<file path="src/rtl/carry_pipe_pkg.sv">
// rtl/carry_pipe_pkg.sv - shared constants, stage-count helper and stage record for the sliced carry-chain adder
package carry_pipe_pkg;

  localparam int SLICE_DEF = 4;
  localparam int WIDTH_DEF = 16;

  function automatic int stages_of(input int width, input int slice);
    return width / slice;
  endfunction

  // Contents of one pipeline stage at the default geometry.
  typedef struct packed {
    logic                 valid;
    logic [WIDTH_DEF-1:0] partial_sum;
    logic                 carry;
    logic [WIDTH_DEF-1:0] a_rem;
    logic [WIDTH_DEF-1:0] b_rem;
  } stage_rec_t;

endpackage

</file>
<file path="src/rtl/carry_chain_segment.sv">
// rtl/carry_chain_segment.sv - one SLICE-bit fabric carry chain: a carry-init cell followed by plain propagate cells
module carry_chain_segment
  import carry_pipe_pkg::*;
#(
  parameter int SLICE = SLICE_DEF
) (
  input  logic [SLICE-1:0] a_seg,
  input  logic [SLICE-1:0] b_seg,
  input  logic             cin,
  output logic [SLICE-1:0] s_seg,
  output logic             cout,
  output logic             c_msb_in
);

  logic [SLICE:0]   c;
  logic [SLICE-1:0] p;

  // c[0] is the carry-init input of the first cell; the mux DI leg is the A bit.
  assign c[0] = cin;
  assign p    = a_seg ^ b_seg;

  for (genvar i = 0; i < SLICE; i++) begin : g_cell
    assign c[i+1] = p[i] ? c[i] : a_seg[i];
  end

  assign s_seg    = p ^ c[SLICE-1:0];
  assign cout     = c[SLICE];
  assign c_msb_in = c[SLICE-1];

endmodule

</file>
<file path="src/rtl/carry_chain_pipe_adder.sv">
// rtl/carry_chain_pipe_adder.sv - slice-pipelined WIDTH-bit add/sub, one carry segment per stage, full-stall valid/ready
module carry_chain_pipe_adder
  import carry_pipe_pkg::*;
#(
  parameter int WIDTH = WIDTH_DEF,
  parameter int SLICE = SLICE_DEF
) (
  input  logic             C,
  input  logic             CLR,
  input  logic             in_valid,
  output logic             in_ready,
  input  logic [WIDTH-1:0] a,
  input  logic [WIDTH-1:0] b,
  input  logic             ci,
  input  logic             sub,
  output logic             out_valid,
  input  logic             out_ready,
  output logic [WIDTH-1:0] sum,
  output logic             co,
  output logic             ov
);

  localparam int STAGES = stages_of(WIDTH, SLICE);

  logic             adv;
  logic [WIDTH-1:0] b_eff;
  logic             cin0;

  assign adv      = !out_valid | out_ready;
  assign in_ready = adv;
  assign b_eff    = sub ? ~b : b;
  assign cin0     = sub | ci;

  for (genvar k = 0; k < STAGES; k++) begin : g_stage
    localparam int RW = WIDTH - k * SLICE;   // operand bits still to be added on entry
    localparam int PW = (k + 1) * SLICE;     // result bits known after this stage

    logic [RW-1:0]    a_in;
    logic [RW-1:0]    b_in;
    logic             cin_k;
    logic             v_in;
    logic [PW-1:0]    ps_d;
    logic [SLICE-1:0] s_seg;
    logic             cout;
    logic             c_msb;

    logic             v_q;
    logic             carry_q;
    logic [PW-1:0]    ps_q;

    if (k == 0) begin : g_first
      assign a_in  = a;
      assign b_in  = b_eff;
      assign cin_k = cin0;
      assign v_in  = in_valid;
      assign ps_d  = s_seg;
    end else begin : g_next
      assign a_in  = g_stage[k-1].g_mid.ar_q;
      assign b_in  = g_stage[k-1].g_mid.br_q;
      assign cin_k = g_stage[k-1].carry_q;
      assign v_in  = g_stage[k-1].v_q;
      assign ps_d  = {s_seg, g_stage[k-1].ps_q};
    end

    carry_chain_segment #(.SLICE(SLICE)) u_seg (
      .a_seg    (a_in[SLICE-1:0]),
      .b_seg    (b_in[SLICE-1:0]),
      .cin      (cin_k),
      .s_seg    (s_seg),
      .cout     (cout),
      .c_msb_in (c_msb)
    );

    always_ff @(posedge C or posedge CLR) begin
      if (CLR) begin
        v_q     <= 1'b0;
        carry_q <= 1'b0;
        ps_q    <= '0;
      end else if (adv) begin
        v_q     <= v_in;
        carry_q <= cout;
        ps_q    <= ps_d;
      end
    end

    if (k < STAGES - 1) begin : g_mid
      logic [RW-SLICE-1:0] ar_q;
      logic [RW-SLICE-1:0] br_q;
      logic                unused_c_msb;

      assign unused_c_msb = c_msb;

      always_ff @(posedge C or posedge CLR) begin
        if (CLR) begin
          ar_q <= '0;
          br_q <= '0;
        end else if (adv) begin
          ar_q <= a_in[RW-1:SLICE];
          br_q <= b_in[RW-1:SLICE];
        end
      end
    end else begin : g_last
      // Carry into bit WIDTH-1, kept so ov can be formed from registered nodes.
      logic c_msb_q;

      always_ff @(posedge C or posedge CLR) begin
        if (CLR) begin
          c_msb_q <= 1'b0;
        end else if (adv) begin
          c_msb_q <= c_msb;
        end
      end
    end
  end

  assign out_valid = g_stage[STAGES-1].v_q;
  assign sum       = g_stage[STAGES-1].ps_q;
  assign co        = g_stage[STAGES-1].carry_q;
  assign ov        = g_stage[STAGES-1].carry_q ^ g_stage[STAGES-1].g_last.c_msb_q;

endmodule

</file>
<file path="config.mk">
export PLATFORM = sky130hd
export DESIGN_NAME = carry_chain_pipe_adder
export DESIGN_NICKNAME = d
export VERILOG_FILES = /design/src/rtl/carry_pipe_pkg.sv /design/src/rtl/carry_chain_segment.sv /design/src/rtl/carry_chain_pipe_adder.sv
export SDC_FILE = /design/constraint.sdc
export NUM_CORES = 1
export LEC_CHECK = 0
export ABC_CLOCK_PERIOD_IN_PS = 3400
export CAP_MARGIN = 10
export CORE_AREA = 5 5 115 117
export CTS_CLUSTER_DIAMETER = 40
export CTS_CLUSTER_SIZE = 14
export DETAILED_ROUTE_END_ITERATION = 10
export DIE_AREA = 0 0 120 122
export HOLD_SLACK_MARGIN = 0.15
export SLEW_MARGIN = 20
export SYNTH_ARGS = -nofsm -noshare
export SYNTH_HDL_FRONTEND = slang
export SYNTH_SLANG_ARGS = --single-unit
</file>
<file path="constraint.sdc">
create_clock -name C -period 3.4 [get_ports C]
set_input_delay 0.68 -clock C [delete_from_list [all_inputs] [get_ports C]]
set_output_delay 0.68 -clock C [all_outputs]
set_load 0.05 [all_outputs]
</file>
Word level (Yosys, flattened, before mapping). Cells that the tools add are included.

Bits of input ports: 38. Flip-flop bits (word level): 97. Logic and storage cells: 49. Output and inout port bits: 20.

Bitwise operators: 12. Reduce and logical (&&, ||, !) cells: 1. Multiplexer cells: 17.

Operator list (number): 4-bit XOR (8); 1-bit 2-to-1 mux (16); 16-bit 2-to-1 mux (1); 16-bit NOT (1); 1-bit bitwise OR (2); 1-bit zero test (1); 1-bit XOR (1).

Logic depth before layout (Yosys ltp).
Depth after elaboration: 7. Mapped depth: 7. Depth with buffers taken out: 6.

By module. Synthesis repeated with hierarchy kept, for this count alone.

Cell total of the unflattened synthesis: 283. Area, all modules: 4413.0 um^2.

Modules (own cells, without submodules): carry_chain_pipe_adder (seq. area each 2427.3 um^2, area each 3847.4 um^2, times used 1, cells each 227); carry_chain_segment (seq. area each 0.0 um^2, area each 141.4 um^2, times used 4, cells each 14).

Least setup slack after synthesis. OpenSTA, ideal clock, no wires.

Kind: register to output. Start: register g_stage[3].v_q (netlist: out_valid). End: output in_ready. Path buffers: 2. Required time: 2.720 ns. Setup slack: 1.075 ns. Stages on the path, launching flop included: 5. Arrival time: 1.645 ns. Cells stage by stage: dfrtp_1 -> nor2b_1 -> clkbuf_1 -> inv_2 -> clkbuf_1.

Longest elaborated chain between the ends: 2.

Ends and longest elaborated chain: start: declaration (RTL line carry_chain_pipe_adder.sv:47) `logic v_q;`; start signal: assignment (RTL line carry_chain_pipe_adder.sv:80) `v_q <= v_in;`; 1-bit zero test (RTL line carry_chain_pipe_adder.sv:29) `assign adv = !out_valid | out_ready;`; 1-bit bitwise OR (RTL line carry_chain_pipe_adder.sv:29); end: declaration (RTL line carry_chain_pipe_adder.sv:11) `output logic in_ready,`.

No other way between the ends.

Worst setup path in the final report.
Start: register g_stage[3].carry_q (netlist: co). End: output ov.

Longest elaborated chain between the ends: 1.

Ends and longest elaborated chain: start: declaration (RTL line carry_chain_pipe_adder.sv:48) `logic carry_q;`; start signal: assignment (RTL line carry_chain_pipe_adder.sv:81) `carry_q <= cout;`; 1-bit XOR (RTL line carry_chain_pipe_adder.sv:119) `assign ov = g_stage[STAGES-1].carry_q ^ g_stage[STAGES-1].g_last.c_msb_q;`; end: declaration (RTL line carry_chain_pipe_adder.sv:20) `output logic ov`.

No other way between the ends.

==> results.py <==
metrics = {
    "sta": {
        "timing.final.ws_setup_ns": 1.01,
        "worst_pin_slew_ns": 0.997,
        "fmax_mhz": 419,
        "setup_tns_ns": 0,
        "layout_worst_path_cycle_share_pct": 70.2,
        "slew_headroom_pct": 33.5,
        "drv_slew": 0,
        "hold_viol": 0,
        "period_needed_ns": 2.39,
        "finClkSkew_ns": 0.00551,
        "rsz0062_at_grt": "false",
        "setup_viol": 0,
    },
    "clocking": {
        "postCtsHoldBufs": 0,
        "cts_buffers": 9,
        "insertion_delay_ns": 0.33,
        "cts_tree": "built",
        "ctsResizeCount": 0,
        "cts_max_level": 3,
        "clkTransAtPathRegs_ns": 0.06,
        "clockRootBuffer": "clkbuf_16",
        "clk_path_buf_depth": 2,
        "cts_setup_buffers": 0,
        "cts.sinks": 97,
    },
    "finish": {
        "seqCellArea_um2": 2430,
        "multi_input_area_um2": 1670,
        "final_common_cell": "nand2_1",
        "utilization_pct": 42.6,
        "num_antenna_cells": 0,
        "num-fill-cells": 1207,
        "final_layout_size_suffix_gt1_share_pct": 5.24,
        "num-nets-final": 551,
        "mostFrequentLayoutCells": "212 x nand2_1, 97 x dfrtp_1, 56 x clkdlybuf4s50_1",
        "final_cell_area_um2": 5220,
        "areaGrowthSynthToFinish_pct": 24.0,
    },
    "synthesis": {
        "synth-compound-area-share_pct": 5.97,
        "ys_warn_count": 0,
        "synth_xor_xnor_area_share_pct": 8.73,
        "synth_cell_types": 25,
        "syn_area_per_cell_um2": 9.16,
        "synth_fa_ha_area_share_pct": 3.65,
        "synth_nets": 500,
        "synth_simple_gate_area_share_pct": 20.8,
        "muxShareOfSynthArea_pct": 0.238,
        "yosysSeqAreaShare_pct": 57.6,
        "synth_area_um2": 4210,
        "synth_top_family_by_area": "simple AND/OR/NAND/NOR gates",
        "ys_ff_latch": 97,
        "syn_inst": 460,
    },
    "run": {
        "max-cap-violations": 0,
    },
    "floorplan": {
        "rows": 41,
        "start_util_pct": 34.4,
        "dieWidth_um": 120,
        "die_h_um": 122,
        "io_pins": 58,
        "fp.dieArea_um2": 14600,
        "coreArea_um2": 12300,
    },
    "power_and_ir_drop": {
        "irDropWorstVdd_uv": 349,
        "power_leakage_nw": 2.45,
        "p_per_area_nw_per_um2": 910,
    },
    "run_status": {
        "status": "finished, final reports clean",
    },
    "grt": {
        "grt_use_total_pct": 11.4,
        "grt_max_degree": 109,
        "grt_overflow": 0,
        "antenna_found_initial": 0,
        "grt_pass1_wl_um": 13500,
        "grt_pass1_vias": 2824,
    },
    "route": {
        "initialDrtViolationCount": 111,
        "ant_nets": 0,
        "vias": 2881,
        "drt_pass1_iterations": 5,
        "wire_per_inst_um": 11.6,
        "post_drt_via_cell_ratio": 4.33,
        "routed_wl_um": 7690,
        "drc": 0,
    },
    "placed_design": {
        "dp_hpwl_um": 5240,
        "io_buffers": 57,
        "preCtsSetupSlack_ns": 0.832,
        "place_congestion": 0.748,
        "dpl-instance-area_um2": 4960,
    },
    "critical_path": {
        "criticalPathCategory": "register to primary output",
        "crit_fanout": 3,
        "critPathCaptureType": "primary output",
        "crit_arrival_ns": 1.71,
        "cp-start-kind": "register",
        "crit_required_ns": 2.72,
    },
    "hold_path": {
        "hp-class": "register to register",
    },
}
## metal layers
metal	track usage, %	part of all wire [%]	vias to the layer above
li1	-	-	1529
met1	15.8	50	1305
met2	17.2	45	43
met3	3.34	4.6	4
met4	3.65	0.85	0
met5	0	0	-
## cell families (layout without fill, tap and decap cells)
logic type,count (synthesis),in the layout
fa+ha+maj,13,13
compound gates,46,46
simple gates,228,228
flops,97,97
buf+inv,33,88
mux,1,1
xor+xnor,42,42
## flip-flops by register name, summed over array words and instances, names as in the netlist
name / count
g_stage.v_q: 3
g_stage.g_last.c_msb_q: 1
g_stage.g_mid.br_q: 24
co: 1
sum: 16
out_valid: 1
g_stage.carry_q: 3
g_stage.ps_q: 24
g_stage.g_mid.ar_q: 24
## metrics by stage
stage / instances / hold slack [ns] / total power [mW]
after floorplan: 460 / 0.430 / 3.36
after global placement: 650 / 0.442 / 3.87
after detailed placement: 650 / 0.452 / 3.91
after CTS: 665 / 0.466 / 4.84
after global routing: 665 / 0.478 / 5.14
final: 665 / 0.460 / 4.75
## worst max-delay path, stage by stage (launching register included)
cell and delay (ns):
dfrtp_1 0.41, xor2_1 0.15, clkdlybuf4s50_1 0.82
## power breakdown
| group | switching (mW) | leakage (nW) | total [mW] | internal (mW) |
|---|---|---|---|---|
| logic | 1.12 | 1.15 | 1.88 | 0.756 |
| registers | 0.303 | 1.17 | 1.97 | 1.67 |
| clock network | 0.392 | 0.128 | 0.902 | 0.509 |
## area by class of cell
class / count / area share [%]
Timing Repair Buffer: 63 / 12.2
Multi-Input combinational cell: 330 / 31.9
Sequential cell: 97 / 46.5
Tap cell: 150 / 3.59
Clock buffer: 12 / 4.72
Inverter: 10 / 0.766
Clock inverter: 3 / 0.335
## cell usage after synthesis
cell      instances  area share (%)
xnor2_1          29             6.0
maj3_1            8             1.9
o2bb2a_4          1            0.48
nor3b_1           1            0.18
a21boi_0          1            0.18
fa_1              2            0.95
o22ai_1           1            0.15
buf_1             3            0.27
xor2_1           13             2.7
dfrtp_1          97              58
mux2i_1           1            0.24
a21oi_1          11             1.3
o21bai_1          1            0.18
buf_2             2            0.24
nor2_1            8            0.71
o21ai_0          30             3.6
o21ai_1           1            0.12
clkbuf_1         18             1.6
nand2b_1          3            0.45
inv_2             1           0.089
nand2_1         212              19
maj3_2            3            0.80
nor2b_1           3            0.45
nor3_1            1            0.12
inv_1             9            0.80
## path summary, 6_finish.rpt
path / from / endpoint / slack, ns / depth (start not counted)
setup / recovery: co / ov / 1.01 / 2
hold / removal: g_stage[2].v_q / g_stage[2].v_q / 0.46 / 2
setup reg to reg: g_stage[1].carry_q / g_stage[2].ps_q[11] / 1.14 / 6
hold reg to reg: g_stage[2].v_q / g_stage[2].v_q / 0.46 / 2
max in group asynchronous: CLR / g_stage[0].g_mid.ar_q[1] / 1.92 / 3
min in group asynchronous: CLR / g_stage[2].g_mid.ar_q[2] / 0.76 / 2
No activity file was read; power rests on OpenSTA's default activity.
